**src/rtl/persiana_motor_driver.sv**
```systemverilog
// Motor output stage for the blind controller: turns level raise/lower requests into motor power and direction,
// with a dead-time interlock, limit refusal, travel timeout and optional PWM soft start.
// Latency: a request sampled on an edge in IDLE drives the outputs after that same edge; every output is registered.
// Backpressure: none. Requests that arrive during DEAD are dropped, not queued, and FAULT ignores everything until reset.
//
// Ports:
//   clk_i        single clock, rising edge
//   reset_i      synchronous, active-high reset
//   subir_i      raise request (level)
//   bajar_i      lower request (level)
//   ssup_i       upper limit sensor (1 = fully open)
//   sinf_i       lower limit sensor (1 = fully closed)
//   motor_en_o   motor power (PWM when soft start is compiled in)
//   motor_dir_o  1 = up, 0 = down; changes only while motor_en_o = 0
//   busy_o       high in RUN_UP, RUN_DN and DEAD
//   fault_o      sticky travel-timeout flag, cleared only by reset
//
// Optional feature: define PERSIANA_SOFT_START_EN to add the PWM duty ramp.

module persiana_motor_driver #(
   parameter int DEAD_CYCLES    = 16,
   parameter int TIMEOUT_CYCLES = 1000,
   parameter int PWM_BITS       = 4
) (
   input  logic clk_i,
   input  logic reset_i,
   input  logic subir_i,
   input  logic bajar_i,
   input  logic ssup_i,
   input  logic sinf_i,
   output logic motor_en_o,
   output logic motor_dir_o,
   output logic busy_o,
   output logic fault_o
);

   localparam int RUN_W  = $clog2(TIMEOUT_CYCLES) + 1;
   localparam int DEAD_W = $clog2(DEAD_CYCLES) + 1;

   typedef enum logic [2:0] {
      IDLE   = 3'd0,
      RUN_UP = 3'd1,
      RUN_DN = 3'd2,
      DEAD   = 3'd3,
      FAULT  = 3'd4
   } state_t;

   state_t            state_q;
   logic [RUN_W-1:0]  run_cnt_q;
   logic [DEAD_W-1:0] dead_cnt_q;
   logic              en_q;
   logic              dir_q;
   logic              busy_q;
   logic              fault_q;

   logic up_req;
   logic dn_req;
   logic up_exit;
   logic dn_exit;
   logic run_last;
   logic dead_last;

   // A run may only start toward a limit that is not engaged; both requests high means stop.
   assign up_req  = subir_i & ~bajar_i & ~ssup_i;
   assign dn_req  = bajar_i & ~subir_i & ~sinf_i;
   assign up_exit = ~subir_i | bajar_i | ssup_i;
   assign dn_exit = ~bajar_i | subir_i | sinf_i;

   // Compare against limit-1 so the run holds the motor on for exactly TIMEOUT_CYCLES cycles.
   assign run_last  = (run_cnt_q == RUN_W'(TIMEOUT_CYCLES - 1));
   assign dead_last = (dead_cnt_q == DEAD_W'(DEAD_CYCLES - 1));

   // pwm_on_entry: motor_en value on the IDLE->RUN edge.
   // pwm_on_run: motor_en value for a cycle that stays in RUN.
   logic pwm_on_entry;
   logic pwm_on_run;

`ifdef PERSIANA_SOFT_START_EN
   localparam logic [PWM_BITS:0] DUTY_MAX = {1'b1, {PWM_BITS{1'b0}}};

   logic [PWM_BITS-1:0] pwm_cnt_q;
   logic [PWM_BITS-1:0] pwm_cnt_d;
   logic [PWM_BITS:0]   duty_q;
   logic [PWM_BITS:0]   duty_d;

   // Duty advances on the counter wrap, so each period runs at a constant duty.
   always_comb begin
      pwm_cnt_d = pwm_cnt_q + 1'b1;
      duty_d    = duty_q;
      if ((&pwm_cnt_q) && (duty_q != DUTY_MAX)) begin
         duty_d = duty_q + 1'b1;
      end
   end

   // Counter and duty both clear on entry, so the whole first period is off.
   assign pwm_on_entry = 1'b0;
   assign pwm_on_run   = ({1'b0, pwm_cnt_d} < duty_d);
`else
   assign pwm_on_entry = 1'b1;
   assign pwm_on_run   = 1'b1;
`endif

   always_ff @(posedge clk_i) begin
      if (reset_i) begin
         state_q    <= IDLE;
         run_cnt_q  <= '0;
         dead_cnt_q <= '0;
         en_q       <= 1'b0;
         dir_q      <= 1'b0;
         busy_q     <= 1'b0;
         fault_q    <= 1'b0;
`ifdef PERSIANA_SOFT_START_EN
         pwm_cnt_q  <= '0;
         duty_q     <= '0;
`endif
      end else begin
         case (state_q)
            IDLE: begin
               if (up_req || dn_req) begin
                  state_q   <= up_req ? RUN_UP : RUN_DN;
                  dir_q     <= up_req;
                  run_cnt_q <= '0;
                  en_q      <= pwm_on_entry;
                  busy_q    <= 1'b1;
`ifdef PERSIANA_SOFT_START_EN
                  pwm_cnt_q <= '0;
                  duty_q    <= '0;
`endif
               end
            end

            RUN_UP, RUN_DN: begin
               // Exit takes priority over the timeout on the same cycle.
               if ((state_q == RUN_UP) ? up_exit : dn_exit) begin
                  state_q    <= DEAD;
                  en_q       <= 1'b0;
                  dead_cnt_q <= '0;
               end else if (run_last) begin
                  state_q <= FAULT;
                  en_q    <= 1'b0;
                  busy_q  <= 1'b0;
                  fault_q <= 1'b1;
               end else begin
                  run_cnt_q <= run_cnt_q + 1'b1;
                  en_q      <= pwm_on_run;
`ifdef PERSIANA_SOFT_START_EN
                  pwm_cnt_q <= pwm_cnt_d;
                  duty_q    <= duty_d;
`endif
               end
            end

            DEAD: begin
               if (dead_last) begin
                  state_q <= IDLE;
                  busy_q  <= 1'b0;
               end else begin
                  dead_cnt_q <= dead_cnt_q + 1'b1;
               end
            end

            FAULT: begin
               en_q    <= 1'b0;
               busy_q  <= 1'b0;
               fault_q <= 1'b1;
            end

            default: begin
               state_q <= IDLE;
               en_q    <= 1'b0;
               busy_q  <= 1'b0;
            end
         endcase
      end
   end

   assign motor_en_o  = en_q;
   assign motor_dir_o = dir_q;
   assign busy_o      = busy_q;
   assign fault_o     = fault_q;

endmodule

```
**config.mk**
```make
export PLATFORM = sky130hd
export DESIGN_NAME = persiana_motor_driver
export DESIGN_NICKNAME = d
export VERILOG_FILES = /design/src/rtl/persiana_motor_driver.sv
export SDC_FILE = /design/constraint.sdc
export NUM_CORES = 1
export LEC_CHECK = 0
export ABC_AREA = 1
export BUFFER_PORTS_ARGS = -buffer_cell sky130_fd_sc_hd__buf_4
export CORE_UTILIZATION = 45
export DETAILED_ROUTE_END_ITERATION = 8
export GPL_ROUTABILITY_DRIVEN = 0
export HOLD_SLACK_MARGIN = 0.15
export PLACE_DENSITY_LB_ADDON = 0.1
export SYNTH_ARGS = -nofsm -noshare
export SYNTH_HDL_FRONTEND = slang
export SYNTH_SLANG_ARGS = --single-unit
```
**constraint.sdc**
```tcl
create_clock -name clk_i -period 1.7 [get_ports clk_i]
set_input_delay 0.17 -clock clk_i [delete_from_list [all_inputs] [get_ports clk_i]]
set_output_delay 0.17 -clock clk_i [all_outputs]
set_load 0.02 [all_outputs]
```
==> flow_summary.json, run 1 <==
{
  "status": "finished, final reports clean",
  "dp.cells": 276,
  "final_layout_size_suffix_gt1_frac": 0.307,
  "path_buf_inv": 1,
  "syn2layout_area_growth_pct": 12.0,
  "grt_first_pass_wirelength_um": 5290,
  "cts_tree": "built",
  "synthArstFlopShare": 0,
  "synthesis.area_mm2": 0.00157,
  "htree_levels": 1,
  "nets": 248,
  "timing.hold.ws_ps": 277,
  "final_cell_mix": "nand2_1 (57), nor2_1 (28), nand3_1 (19), dfxtp_1 (19)",
  "critPathMaxFanout": 3,
  "diodes": 0,
  "slew_headroom": 0.780,
  "antenna_found_initial": 0,
  "max_stage_delay_ps": 360,
  "routedWlPerCell_um": 12.2,
  "track_usage": 0.191,
  "nFillCells": 351,
  "synth_edf_count": 0,
  "power.density_mw_per_mm2": 1560,
  "drtIter0Drc": 88,
  "ys_seq_elements": 23,
  "overflow": 0,
  "design.core.area_mm2": 0.00334,
  "ios": 10,
  "path_class": "flip-flop to flip-flop",
  "endpoint_kind": "flip-flop",
  "fp.dieW_um": 61.1,
  "grt_max_degree": 17,
  "synth_cells": 222,
  "finalCritPeriodShare": 0.944,
  "holdCritPathClass": "input pin to flip-flop",
  "grt_pass1_vias": 1246,
  "required_ps": 1960,
  "dieArea_mm2": 0.00374,
  "yosysTopAreaCellShare": 0.293,
  "skew_ps": 8.88,
  "synth.area.top_cells": "dfxtp_1 (29%), nand2_1 (14%), nor2_1 (7.4%)",
  "vias": 1399,
  "synthFlopType": "dfxtp_1",
  "clockBufferDepth": 2,
  "hpwl_um": 2420,
  "stdcell_count": 284,
  "cts.sinks": 23,
  "hold_viol": 0,
  "clock_latency_ps": 310,
  "numCtsBuffers": 3,
  "cap_violations": 0,
  "crit_path_start_kind": "flip-flop",
  "irDropWorstVdd_mv": 1.06,
  "yosysWarnings": 0,
  "layout_commonest_cell": "nand2_1",
  "cp_slowest_cell": "dfxtp_2",
  "critPathMostFrequentCell": "nand2_1",
  "cp_top_family": "simple AND/OR/NAND/NOR gates",
  "timing.setup.tns_ps": 0,
  "seq_area_frac_synth": 0.293,
  "clkTransAtPathRegs_ps": 130,
  "die_h_um": 61.1,
  "arrival_ps": 1860,
  "synth_cell_types": 32,
  "initial_core_util": 0.472,
  "wl_um": 3450,
  "syn_nets": 231,
  "row_count": 21,
  "portBuffers": 9,
  "synth_top_area_cell": "dfxtp_1",
  "finalSetupViolations": 0,
  "drv_slew": 0,
  "crit_chain": "ha_2 -> nand2_1 -> nor2_2 -> ha_2 -> nor2_2 -> inv_2 -> nand2_1 -> nor2_1 -> nand2_1 -> nand2_1 -> nand2_1 -> nor2_1",
  "cts-root-buf": "clkbuf_4",
  "tightest_slew_ps": 330,
  "avgSynthCellArea_um2": 7.09,
  "fin_util": 0.528,
  "ant_nets": 0,
  "leakage_nw": 0.683,
  "drc": 0,
  "vias_per_cell": 4.93,
  "place_ws_ps": 101,
  "max_freq_ghz": 0.623,
  "post-route-min-period_ps": 1600,
  "firstDrtPassIters": 4,
  "finalWorstSetupSlack_ps": 95.0
}
## cell usage after synthesis (3+ instances only)
library cell and n:
a21oi_1 10, inv_2 8, nor2_4 4, dfxtp_1 23
ha_1 3, nand2_1 58, a21oi_2 11, nand3_1 19
nand3_4 3, nor2_1 31, nand3_2 7, o21ai_0 5
inv_1 16
## timing repair
item	in CTS	in global routing
endpoints found under the hold margin	4	0
hold buffers	1	0
setup buffers	0	2
setup endpoints to repair	0	12
gates resized for setup	0	13
## cells by family (layout without fill, tap and decap cells)
logic type / after synthesis / count (layout) / share of synthesized area
and+or+nand+nor: 136 / 137 / 0.460
DFF: 23 / 23 / 0.293
AOI/OAI and AO/OA: 29 / 29 / 0.122
adders and majority gates: 3 / 3 / 0.0238
buffers and inverters: 31 / 46 / 0.102
## metrics by stage
stage | instance area (um2) | power, mW
after floorplan | 1570 | 2.28
after global placement | 1670 | 2.42
after detailed placement | 1670 | 2.41
after CTS | 1710 | 2.70
after global routing | 1760 | 2.98
final | 1760 | 2.75
## flip-flops by register name, summed over array words and instances, names as in the netlist
register and flops:
fault_o 1, motor_dir_o 1, state_q 3, motor_en_o 1
run_cnt_q 11, busy_o 1, dead_cnt_q 5
## area by class of cell
cell class              instances  area, um2  area share
flip-flops and latches         23        465       0.264
well taps                      46       57.6      0.0326
repair buffers                 16        123      0.0696
clock buffers                   4       26.3      0.0149
multi-input cells             169        990       0.561
inverters                      26        101      0.0575
## worst paths after layout
path                 startpoint           to  slack (ps)  cells after the start
hold / removal           ssup_i  motor_dir_o         280                      5
hold reg to reg         fault_o      fault_o         460                      2
setup reg to reg  dead_cnt_q[1]   state_q[1]         100                     12
setup / recovery  dead_cnt_q[1]   state_q[1]         100                     12
## tightest hold or removal path, delay by kind of cell
kind | cells | cell delay (ps)
buffers and inverters | 2 | 210
and+or+nand+nor | 2 | 100
AOI/OAI and AO/OA | 1 | 60
## layer usage
layer	vias up	GRT usage	routed length, um	share of wire
met5	-	0	0	0
met4	0	0.0519	36	0.010
met3	4	0.0483	79	0.023
met2	20	0.340	1790	0.52
met1	623	0.227	1540	0.45
li1	752	-	-	-
## power by group
group / internal, mW / switching (mW) / total (mW)
Clock: 0.0916 / 0.168 / 0.259
Combinational: 0.571 / 1.16 / 1.73
Sequential: 0.668 / 0.0959 / 0.764
Total: 1.33 / 1.42 / 2.75
No activity file was read; power rests on OpenSTA's default activity.
==> run 2: changes to the inputs <==
--- a/config.mk
+++ b/config.mk
@@ -8,6 +8,7 @@
 export ABC_AREA = 1
 export BUFFER_PORTS_ARGS = -buffer_cell sky130_fd_sc_hd__buf_4
 export CORE_UTILIZATION = 45
+export CTS_BUF_LIST = sky130_fd_sc_hd__clkbuf_4 sky130_fd_sc_hd__clkbuf_8
 export DETAILED_ROUTE_END_ITERATION = 8
 export GPL_ROUTABILITY_DRIVEN = 0
 export HOLD_SLACK_MARGIN = 0.15
==> flow_summary.json, run 2 (synthesized netlist as in run 1, its figures left out) <==
{
  "drtIter0Drc": 98,
  "antenna_found_initial": 0,
  "final_layout_size_suffix_gt1_frac": 0.311,
  "irDropWorstVdd_mv": 1.06,
  "fin_util": 0.529,
  "power.density_mw_per_mm2": 1570,
  "ios": 10,
  "slew_headroom": 0.784,
  "cts_tree": "built",
  "clock_latency_ps": 310,
  "leakage_nw": 0.687,
  "holdCritPathClass": "input pin to flip-flop",
  "design.core.area_mm2": 0.00334,
  "tightest_slew_ps": 323,
  "largest_reg_flops": 11,
  "overflow": 0,
  "clkTransAtPathRegs_ps": 130,
  "required_ps": 1960,
  "timing.rr.start": "dead_cnt_q[1]",
  "initial_core_util": 0.472,
  "crit_path_start_kind": "flip-flop",
  "grt_pass1_vias": 1246,
  "top_regs": "run_cnt_q (11), dead_cnt_q (5), state_q (3)",
  "timing.hold.ws_ps": 276,
  "path_class": "flip-flop to flip-flop",
  "power_mw": 2.77,
  "htree_levels": 1,
  "finalSetupViolations": 0,
  "layout_commonest_cell": "nand2_1",
  "cts.sinks": 23,
  "hpwl_um": 2420,
  "place_ws_ps": 101,
  "cts-root-buf": "clkbuf_4",
  "nFillCells": 350,
  "placed_area_mm2": 0.00167,
  "portBuffers": 9,
  "die_h_um": 61.1,
  "numCtsBuffers": 3,
  "arrival_ps": 1860,
  "finalWorstSetupSlack_ps": 92.1,
  "stdcell_area_mm2": 0.00177,
  "crit_start": "dead_cnt_q[1]",
  "fp.dieW_um": 61.1,
  "skew_ps": 5.86,
  "diodes": 0,
  "dieArea_mm2": 0.00374,
  "wl_um": 3470,
  "routedWlPerCell_um": 12.2,
  "clockBufferDepth": 2,
  "max_freq_ghz": 0.622,
  "worstHoldStart": "ssup_i",
  "vias_per_cell": 4.98,
  "nets": 248,
  "endpoint_kind": "flip-flop",
  "final_cell_mix": "nand2_1 (57), nor2_1 (28), nand3_1 (19), dfxtp_1 (19)",
  "ant_nets": 0,
  "post-route-min-period_ps": 1610,
  "critPathMaxFanout": 3,
  "cap_violations": 0,
  "track_usage": 0.191,
  "grt_first_pass_wirelength_um": 5290,
  "hold_viol": 0,
  "firstDrtPassIters": 5,
  "row_count": 21,
  "syn2layout_area_growth_pct": 12.2,
  "drc": 0,
  "vias": 1414,
  "regMostFlops": "run_cnt_q",
  "status": "finished, final reports clean",
  "drv_slew": 0,
  "finalCritPeriodShare": 0.946,
  "grt_max_degree": 17
}
-- run 2: metal layers --
metal	up-vias	wire [um]	GRT usage
met1	641	1550	0.227
met4	0	36	0.0519
met3	4	76	0.0483
met2	17	1800	0.340
met5	-	0	0
li1	752	-	-
-- run 2: worst max-delay path: stages, from the launching register on --
cell and delay (ps):
dfxtp_2 360, ha_2 170, nand2_1 80, nor2_2 140, ha_2 190, nor2_2 40, inv_2 60, nand2_1 60
nor2_1 100, nand2_1 110, nand2_1 100, nand2_1 50, nor2_1 80
-- run 2: worst paths after layout --
kind	end	slack, ps	depth (start not counted)
setup / recovery	state_q[1]	90	12
hold / removal	motor_dir_o	280	5
setup reg to reg	state_q[1]	90	12
hold reg to reg	fault_o	460	2
-- run 2: timing repair --
action                                 in CTS  in global routing
buffers inserted                            0                  2
endpoints found under the hold margin       5                  0
hold buffers                                1                  0
setup endpoints to repair                   0                 11
gates resized for setup                     0                 13
-- run 2: stage by stage --
stage / TNS, ps / std cells
global placement: 0 / 276
floorplan: 0 / 222
global route: -97.1 / 284
finish: 0 / 284
detailed placement: 0 / 276
CTS: 0 / 281
-- run 2: area by class of cell --
cell class              instances  area [um2]  area share
multi-input cells             169         990       0.560
flip-flops and latches         23         465       0.263
repair buffers                 16         123      0.0694
inverters                      26         101      0.0574
well taps                      46        57.6      0.0326
clock buffers                   4        30.0      0.0170
-- run 2: where the power goes --
part           internal (mW)  switching [mW]
combinational          0.571            1.16
sequential             0.668          0.0969
clock                  0.107           0.166
